===== src/rtl/cdb_arbiter.sv =====
// cdb_arbiter: per-source result FIFOs with round-robin broadcast of one {rob, result, load_step1} per cycle
module cdb_arbiter #(
  parameter int NUM_SRC = 5,
  parameter int DEPTH = 2
) (
  input  logic                    clk,
  input  logic                    reset,
  input  logic                    mispredicted,
  input  logic [NUM_SRC-1:0]      fu_valid,
  input  logic [NUM_SRC*4-1:0]    fu_rob_entry,
  input  logic [NUM_SRC*32-1:0]   fu_result,
  input  logic [NUM_SRC-1:0]      fu_load_step1,
  output logic [NUM_SRC-1:0]      fu_ready,
  output logic [36:0]             cdb_out,
  output logic [2:0]              cdb_src
);
  localparam int AW = $clog2(DEPTH);
  localparam int CW = AW + 1;
  logic [36:0] mem [NUM_SRC][DEPTH];
  logic [AW-1:0] head [NUM_SRC];
  logic [AW-1:0] tail [NUM_SRC];
  logic [CW-1:0] count [NUM_SRC];
  logic [2:0] ptr;
  logic [2:0] win;
  logic found;
  logic [NUM_SRC-1:0] push;
  logic [NUM_SRC-1:0] pop;
  int j;
  // Scan from ptr+1 with wrap; only pre-edge occupancy is visible, so same-cycle pushes cannot win
  always_comb begin
    found = 1'b0;
    win = '0;
    j = 0;
    for (int k = 1; k <= NUM_SRC; k++) begin
      j = int'(ptr) + k;
      if (j >= NUM_SRC) j = j - NUM_SRC;
      if (!found && count[j] != '0) begin
        found = 1'b1;
        win = 3'(j);
      end
    end
  end
  // Ready depends on count alone, so a full FIFO stays blocked even while it is being popped
  always_comb begin
    fu_ready = '0;
    push = '0;
    pop = '0;
    for (int i = 0; i < NUM_SRC; i++) begin
      fu_ready[i] = count[i] < CW'(DEPTH);
      push[i] = fu_valid[i] & fu_ready[i] & (|fu_rob_entry[4*i+:4]);
      pop[i] = found && (win == 3'(i));
    end
  end
  always_ff @(posedge clk) begin
    if (reset | mispredicted) begin
      for (int i = 0; i < NUM_SRC; i++) begin
        head[i] <= '0;
        tail[i] <= '0;
        count[i] <= '0;
      end
      ptr <= 3'(NUM_SRC - 1);
      cdb_out <= '0;
      cdb_src <= '0;
    end else begin
      for (int i = 0; i < NUM_SRC; i++) begin
        if (push[i]) begin
          mem[i][tail[i]] <= {fu_rob_entry[4*i+:4], fu_result[32*i+:32], fu_load_step1[i]};
          tail[i] <= tail[i] + 1'b1;
        end
        if (pop[i]) head[i] <= head[i] + 1'b1;
        count[i] <= count[i] + CW'(push[i]) - CW'(pop[i]);
      end
      cdb_out <= found ? mem[win][head[win]] : '0;
      cdb_src <= found ? win : '0;
      if (found) ptr <= win;
    end
  end
endmodule


===== config.mk =====
export PLATFORM = sky130hd
export DESIGN_NAME = cdb_arbiter
export DESIGN_NICKNAME = d
export VERILOG_FILES = /design/src/rtl/cdb_arbiter.sv
export SDC_FILE = /design/constraint.sdc
export NUM_CORES = 1
export LEC_CHECK = 0
export CORE_MARGIN = 4
export CORE_UTILIZATION = 55
export DETAILED_ROUTE_END_ITERATION = 8
export PLACE_DENSITY = 0.8
export REMOVE_ABC_BUFFERS = 1
export SLEW_MARGIN = 30
export SYNTH_ARGS = -nofsm -noshare
export SYNTH_HDL_FRONTEND = slang
export SYNTH_SLANG_ARGS = --single-unit

===== constraint.sdc =====
create_clock -name clk -period 6 [get_ports clk]
set_clock_uncertainty 0.15 [all_clocks]
set_input_delay 1.2 -clock clk [delete_from_list [all_inputs] [get_ports clk]]
set_output_delay 1.2 -clock clk [all_outputs]
set_load 0.005 [all_outputs]

==> impl_results.md, run 1 <==
* Synth Area in Compound Gates at 12.4%
* CP Max Fanout at 17
* # IOs at 238
* Syn. warnings at 0
* Via count at 12100
* RSZ-0062 raised after global routing: false
* Worst path required time at 6270 ps
* Main combinational cell family by area after synthesis: compound AO/OA/AOI/OAI gates
* Area growth, synth to finish at 24.7%
* Clk sinks at 433
* Remaining DRCs at 0
* CTS tree: yes
* Core box area at 31900 µm²
* Post-DRT Antenna Nets at 0
* Final worst-path cycle share at 86.5%
* Slew at the pin with the worst max-slew slack at 916 ps
* Asr flop ratio synth at 0%
* GR Util met2 at 45.0%
* Initial Utilization at 56.2%
* Crit path launch type: flop
* Minimum clock period at 5190 ps
* Die footprint at 35500 µm²
* Top cell type's share of synthesized area at 63.7%
* Final-report hold violation count at 0
* Area contributors post-synth: edfxtp_1 (64%), dfxtp_1 (5.9%), mux2i_1 (4.6%), a21oi_1 (4.3%), nand2_1 (2.1%)
* Gp weighted congestion at 0.964
* Top_reg_cell synth: edfxtp_1
* Port Buffers at 237
* Number of synthesized flops with an enable pin at 380
* Post-synthesis mux area share at 5.39%
* DP HPWL at 32600 µm
* Number of synthesized register bits at 433
* DP Cell Count at 1880
* Routing usage on met1 at 37.7%
* Simple-gate share of the synthesized area at 7.58%
* Root buf cell: clkbuf_16
* Class of the worst hold path: reg2reg
* Maxcap violations at 0
* Fmax at 0.193 GHz
* Status: finished clean
* Met3 usage at 5.04%
* Post-CTS setup buffers at 0
* Ratio of cells with drive above 1 in the final layout at 10.2%
* Synth Instances at 1249
* Largest net degree at the start of global routing at 71
* Die Y at 188 µm
* Initial antenna violation count at 5
* Slew Viols, Final at 0
* Routed vias/inst at 6.14
* Post-Syn Area per Cell at 14.3 µm²
* Grt peak-use layer: met2
* Total wire length at 50200 µm
* Vias in the first global route at 12200
* Grt total ovfl at 0
* H-tree depth at 2
* Synth top cells by count: edfxtp_1 (380), a21oi_1 (154), nand2_1 (100)
* Max clock buf depth at 3
* Global Route Usage Sum at 27.5%
* Yosys top cell by area: edfxtp_1
* Number of unique standard cell types used by synthesis at 77
* Initial DRC Count at 1446
* Worst-Skew Late Latency at 550 ps
* Arr. time, crit path at 5460 ps
* First-pass GRT wire length at 74100 µm
* Die extent in x at 188 µm
* Kind of critical path: reg2reg
* # rows at 65
* Fin nets at 1705
* Worst R2R Setup Slack at 810 ps
* Wirelength per Cell at 25.5 µm
* Slew headroom at 38.9%
* Drt pass-1 iters at 5
* Post-route insts no fill at 1966
* Post-Synth Adder-Cell Area at 1.51%
* Register area share after synthesis at 69.6%
* TritonCTS Buffers at 44
* Most instantiated library cell after synthesis: edfxtp_1
* Post-CTS Hold Buffers at 0
* PostCTS Resize Cnt at 0
* Post-synthesis xor/xnor area fraction at 0.587%
* Setup violators final at 0
* Post-Syn Area at 17900 µm²
* Clk slew on worst S/H paths at 60 ps
* Crit. End Element: flop
[through the flow]
stage	instance area, µm²	utilization, %	hold slack (ps)	setup TNS, ps	setup WS, ps
global route	22300	70.1	439	0	395
floorplan	17500	-	365	-179640	-4580
CTS	22300	70.0	409	0	780
global placement	20800	65.4	374	0	931
finish	22300	70.1	406	0	808
detailed placement	20900	65.5	401	0	889
[logic make-up (layout without fill, tap and decap cells)]
logic type | count (synthesis) | in the layout
buf+inv | 104 | 382
fa+ha+maj | 21 | 21
flops | 433 | 433
xor+xnor | 12 | 12
compound gates | 321 | 321
simple gates | 269 | 269
mux | 89 | 89
other cells | 0 | 4
[worst max-delay path, cell delays in order, from the launching register on]
cell,delay [ps]
dfxtp_1,400
inv_1,230
ha_1,200
inv_1,60
fa_1,420
a21oi_1,350
mux4_2,620
o2bb2ai_1,190
a211oi_4,360
nand3_1,210
nand3_4,270
inv_1,230
nor3_1,480
ha_1,330
inv_1,80
ha_1,160
xnor2_1,130
xnor2_1,140
nor2_1,50
[final timing paths]
path                            startpoint     endpoint  depth (start not counted)
worst min-delay path            mem[4][56]  cdb_out[19]                          2
worst max register to register      ptr[0]  count[4][1]                         18
worst min register to register  mem[4][56]  cdb_out[19]                          2
worst max-delay path                ptr[0]  count[4][1]                         18
[metal layers]
metal,vias up,wire [µm]
met2,709,24100
met3,86,4780
met1,5981,19800
met5,-,0
li1,5293,-
met4,0,1490
[cell usage in the layout, fill, tap and decap left out, types with 3 or more instances in the layout]
cell	instances
o22ai_1	3
clkbuf_16	46
buf_4	28
and2_1	7
clkinv_2	7
nand2_1	100
edfxtp_1	380
and3_2	3
clkinv_1	10
dfxtp_1	53
o21ai_0	12
clkdlybuf4s50_1	237
a221oi_2	3
nand3_1	7
o211ai_1	5
or4_1	6
buf_12	6
inv_1	27
a22oi_1	36
nor2b_1	3
clkbuf_1	10
xnor2_1	12
nor2_1	36
nor3_1	14
mux2i_1	83
a211oi_2	21
o31ai_1	3
a221oi_1	33
nor3b_1	4
a21oi_1	154
a2111o_1	3
nand4_1	5
mux4_2	6
diode_2	4
bufinv_16	5
ha_1	20
a211oi_1	22
nand2b_1	49
nor2_4	6
and3_1	6
[registers in the layout, indices dropped and copies added, names as in the netlist]
signal and flops:
cdb_out 37, head 5, ptr 3, mem 370
cdb_src 3, tail 5, count 10
[layout make-up]
cell class | instances | area, µm²
Fill cell | 2118 | 9540
Inverter | 28 | 105
Antenna cell | 4 | 10.0
Clock buffer | 57 | 1200
Tap cell | 435 | 544
Multi-Input combinational cell | 712 | 5020
Sequential cell | 433 | 12500
Timing Repair Buffer | 272 | 2730
Clock inverter | 25 | 255
Power of run 1 is left out: the tool's default activity adds up to more than one toggle a clock period on the data nets, which glitch-free logic cannot reach.
==> run 2: changes to the inputs <==
CORE_UTILIZATION = 50   (was 55)
HOLD_SLACK_MARGIN = 0.03   (was unset)
PLACE_DENSITY = 0.76   (was 0.8)
clock period = 4.5 ns   (was 6 ns; I/O delays follow)
==> impl_results.md, run 2 (synthesis gave the netlist of run 1 again) <==
* Fmax at 0.229 GHz (+19%)
* First-pass GRT wire length at 74800 µm (+0.89%)
* Kind of critical path: reg2reg
* Clk sinks at 433 (unchanged)
* Root buf cell: clkbuf_16
* Drt pass-1 iters at 5 (unchanged)
* Critical path's top delay family: compound AO/OA/AOI/OAI gates
* R2r worst-path depth at 17 (-1)
* RSZ-0062 raised after global routing: true
* Final-report hold violation count at 0 (unchanged)
* Remaining DRCs at 0 (unchanged)
* Minimum clock period at 4370 ps (-825 ps)
* Gp weighted congestion at 0.922 (-4.3%)
* Status: finished clean
* # IOs at 238 (unchanged)
* Initial antenna violation count at 9 (+4)
* Levels on crit path at 17 (-1)
* Crit. End Element: flop
* Largest net degree at the start of global routing at 54 (-24%)
* Fin nets at 1741 (+2.1%)
* DP HPWL at 33300 µm (+2.0%)
* Clk slew on worst S/H paths at 70 ps (about the same)
* Cell Chain, Critical Path: inv_2 > ha_1 > inv_1 > fa_1 > a21oi_2 > mux4_2 > o2bb2ai_1 > a211oi_4 > buf_4 > a311oi_2 > nor2_4 > buf_12 > nor2_4 > buf_12 > a22oi_1 > a21oi_1 > a211oi_1
* Area growth, synth to finish at 28.4%
* Class of the worst hold path: reg2reg
* CP Max Fanout at 53 (+36)
* Hold Startpoint: mem[4][56]
* Endpoint, Worst Hold: cdb_out[19]
* Via count at 12300 (+1.6%)
* Slew at the pin with the worst max-slew slack at 633 ps (-283 ps)
* Core Util, Final at 64.8% (-5.2 points)
* Die extent in x at 197 µm (+4.7%)
* Ratio of cells with drive above 1 in the final layout at 13.4% (+3.2 points)
* Most common cell after layout, fill and taps aside: edfxtp_1
* Final setup TNS at 0 ps (unchanged)
* Port Buffers at 237 (unchanged)
* Post-Place Worst Slack at 45.1 ps (-844 ps)
* Initial Utilization at 50.5% (-5.7 points)
* Max clock buf depth at 3 (unchanged)
* Worst path required time at 4810 ps (-1460 ps)
* Max incr delay on CP at 550 ps (-70 ps)
* Slew headroom at 57.6% (+19 points)
* TritonCTS Buffers at 44 (unchanged)
* Worst-Skew Late Latency at 560 ps (about the same)
* Die Y at 197 µm (+4.7%)
* R2R Path Start: ptr[0]
* Worst R2R Setup Slack at 130 ps (-680 ps)
* Die footprint at 38900 µm² (+9.6%)
* Routed vias/inst at 6.04 (-1.6%)
* Critical-path top delay cell: mux4_2
* Maxcap violations at 0 (unchanged)
* Arr. time, crit path at 4670 ps (-790 ps)
* Setup violators final at 0 (unchanged)
* Total wire length at 52300 µm (+4.1%)
* Vias in the first global route at 12100 (-0.70%)
* H-tree depth at 2 (unchanged)
* Commonest non-fill, non-tap cells in the layout: edfxtp_1 (380), clkdlybuf4s50_1 (237), a21oi_1 (153)
* Global Route Usage Sum at 25.5% (-2.0 points)
* Buf/Inv on CP at 5 (+1)
* CTS tree: yes
* # rows at 69 (+6.2%)
* Post-DRT Antenna Nets at 0 (unchanged)
* Slew Viols, Final at 0 (unchanged)
* Core box area at 35500 µm² (+11%)
* Crit path launch type: flop
* Final setup margin at 133 ps (-675 ps)
* Final worst-path cycle share at 97.0% (+11 points)
* Finished Cell Area at 23000 µm² (+3.0%)
* Max FFs per register at 370 (unchanged)
* Hold depth at 2 (unchanged)
* Reg2Reg Capture Point: cdb_out[18]
* Initial DRC Count at 1114 (-23%)
* Grt total ovfl at 0 (unchanged)
* Wirelength per Cell at 25.8 µm (+0.86%)
* Placed Area at 21300 µm² (+1.9%)
[run 2: cell type report]
cell class,instances,area [µm²]
repair buffers,308,3310
flip-flops and latches,433,12500
clock buffers,54,1190
multi-input cells,712,5120
well taps,461,577
fillers,2447,12500
diodes,6,15.0
clock inverters,28,215
inverters,28,105
[run 2: routing by layer]
metal | vias up | global-route usage, % | part of all wire [%]
li1 | 5378 | - | -
met1 | 6087 | 34.2 | 39
met2 | 691 | 42.4 | 49
met3 | 93 | 5.41 | 9.4
met4 | 10 | 7.42 | 2.6
met5 | - | 0 | 0.13
[run 2: worst register-to-register path: stages (launching register included)]
cell	delay (ps)
dfxtp_1	340
inv_2	90
ha_1	160
inv_1	50
fa_1	430
a21oi_2	180
mux4_2	550
o2bb2ai_1	190
a211oi_4	210
buf_4	190
a311oi_2	170
nor2_4	260
buf_12	330
nor2_4	130
buf_12	190
a22oi_1	250
a21oi_1	150
a211oi_1	230
[run 2: repair_timing]
item | 4_1_cts | 5_1_grt
gates cloned | 0 | 4
gates resized for setup | 1 | 34
pin swaps | 0 | 6
setup endpoints to repair | 1 | 50
buffers inserted | 0 | 8
hold buffers | 0 | 0
[run 2: metrics by stage]
| stage | hold slack (ps) | instances |
|---|---|---|
| 2_1_floorplan | 365 | 1173 |
| 3_3_place_gp | 369 | 1930 |
| 3_5_place_dp | 398 | 1930 |
| 4_1_cts | 401 | 2012 |
| 5_1_grt | 421 | 2027 |
| 6_report | 401 | 2030 |
[run 2: how the worst max path moves through the flow]
stage           start          end  slack (ps)
6_report       ptr[0]  cdb_out[18]         130
5_1_grt        ptr[0]  count[3][1]         -30
4_1_cts        ptr[0]  cdb_out[31]          30
3_5_place_dp   ptr[0]   cdb_out[2]          50
3_3_place_gp   ptr[0]  count[2][1]         150
2_1_floorplan  ptr[0]  cdb_out[19]       -6080
Power of run 2 is left out for the same reason.
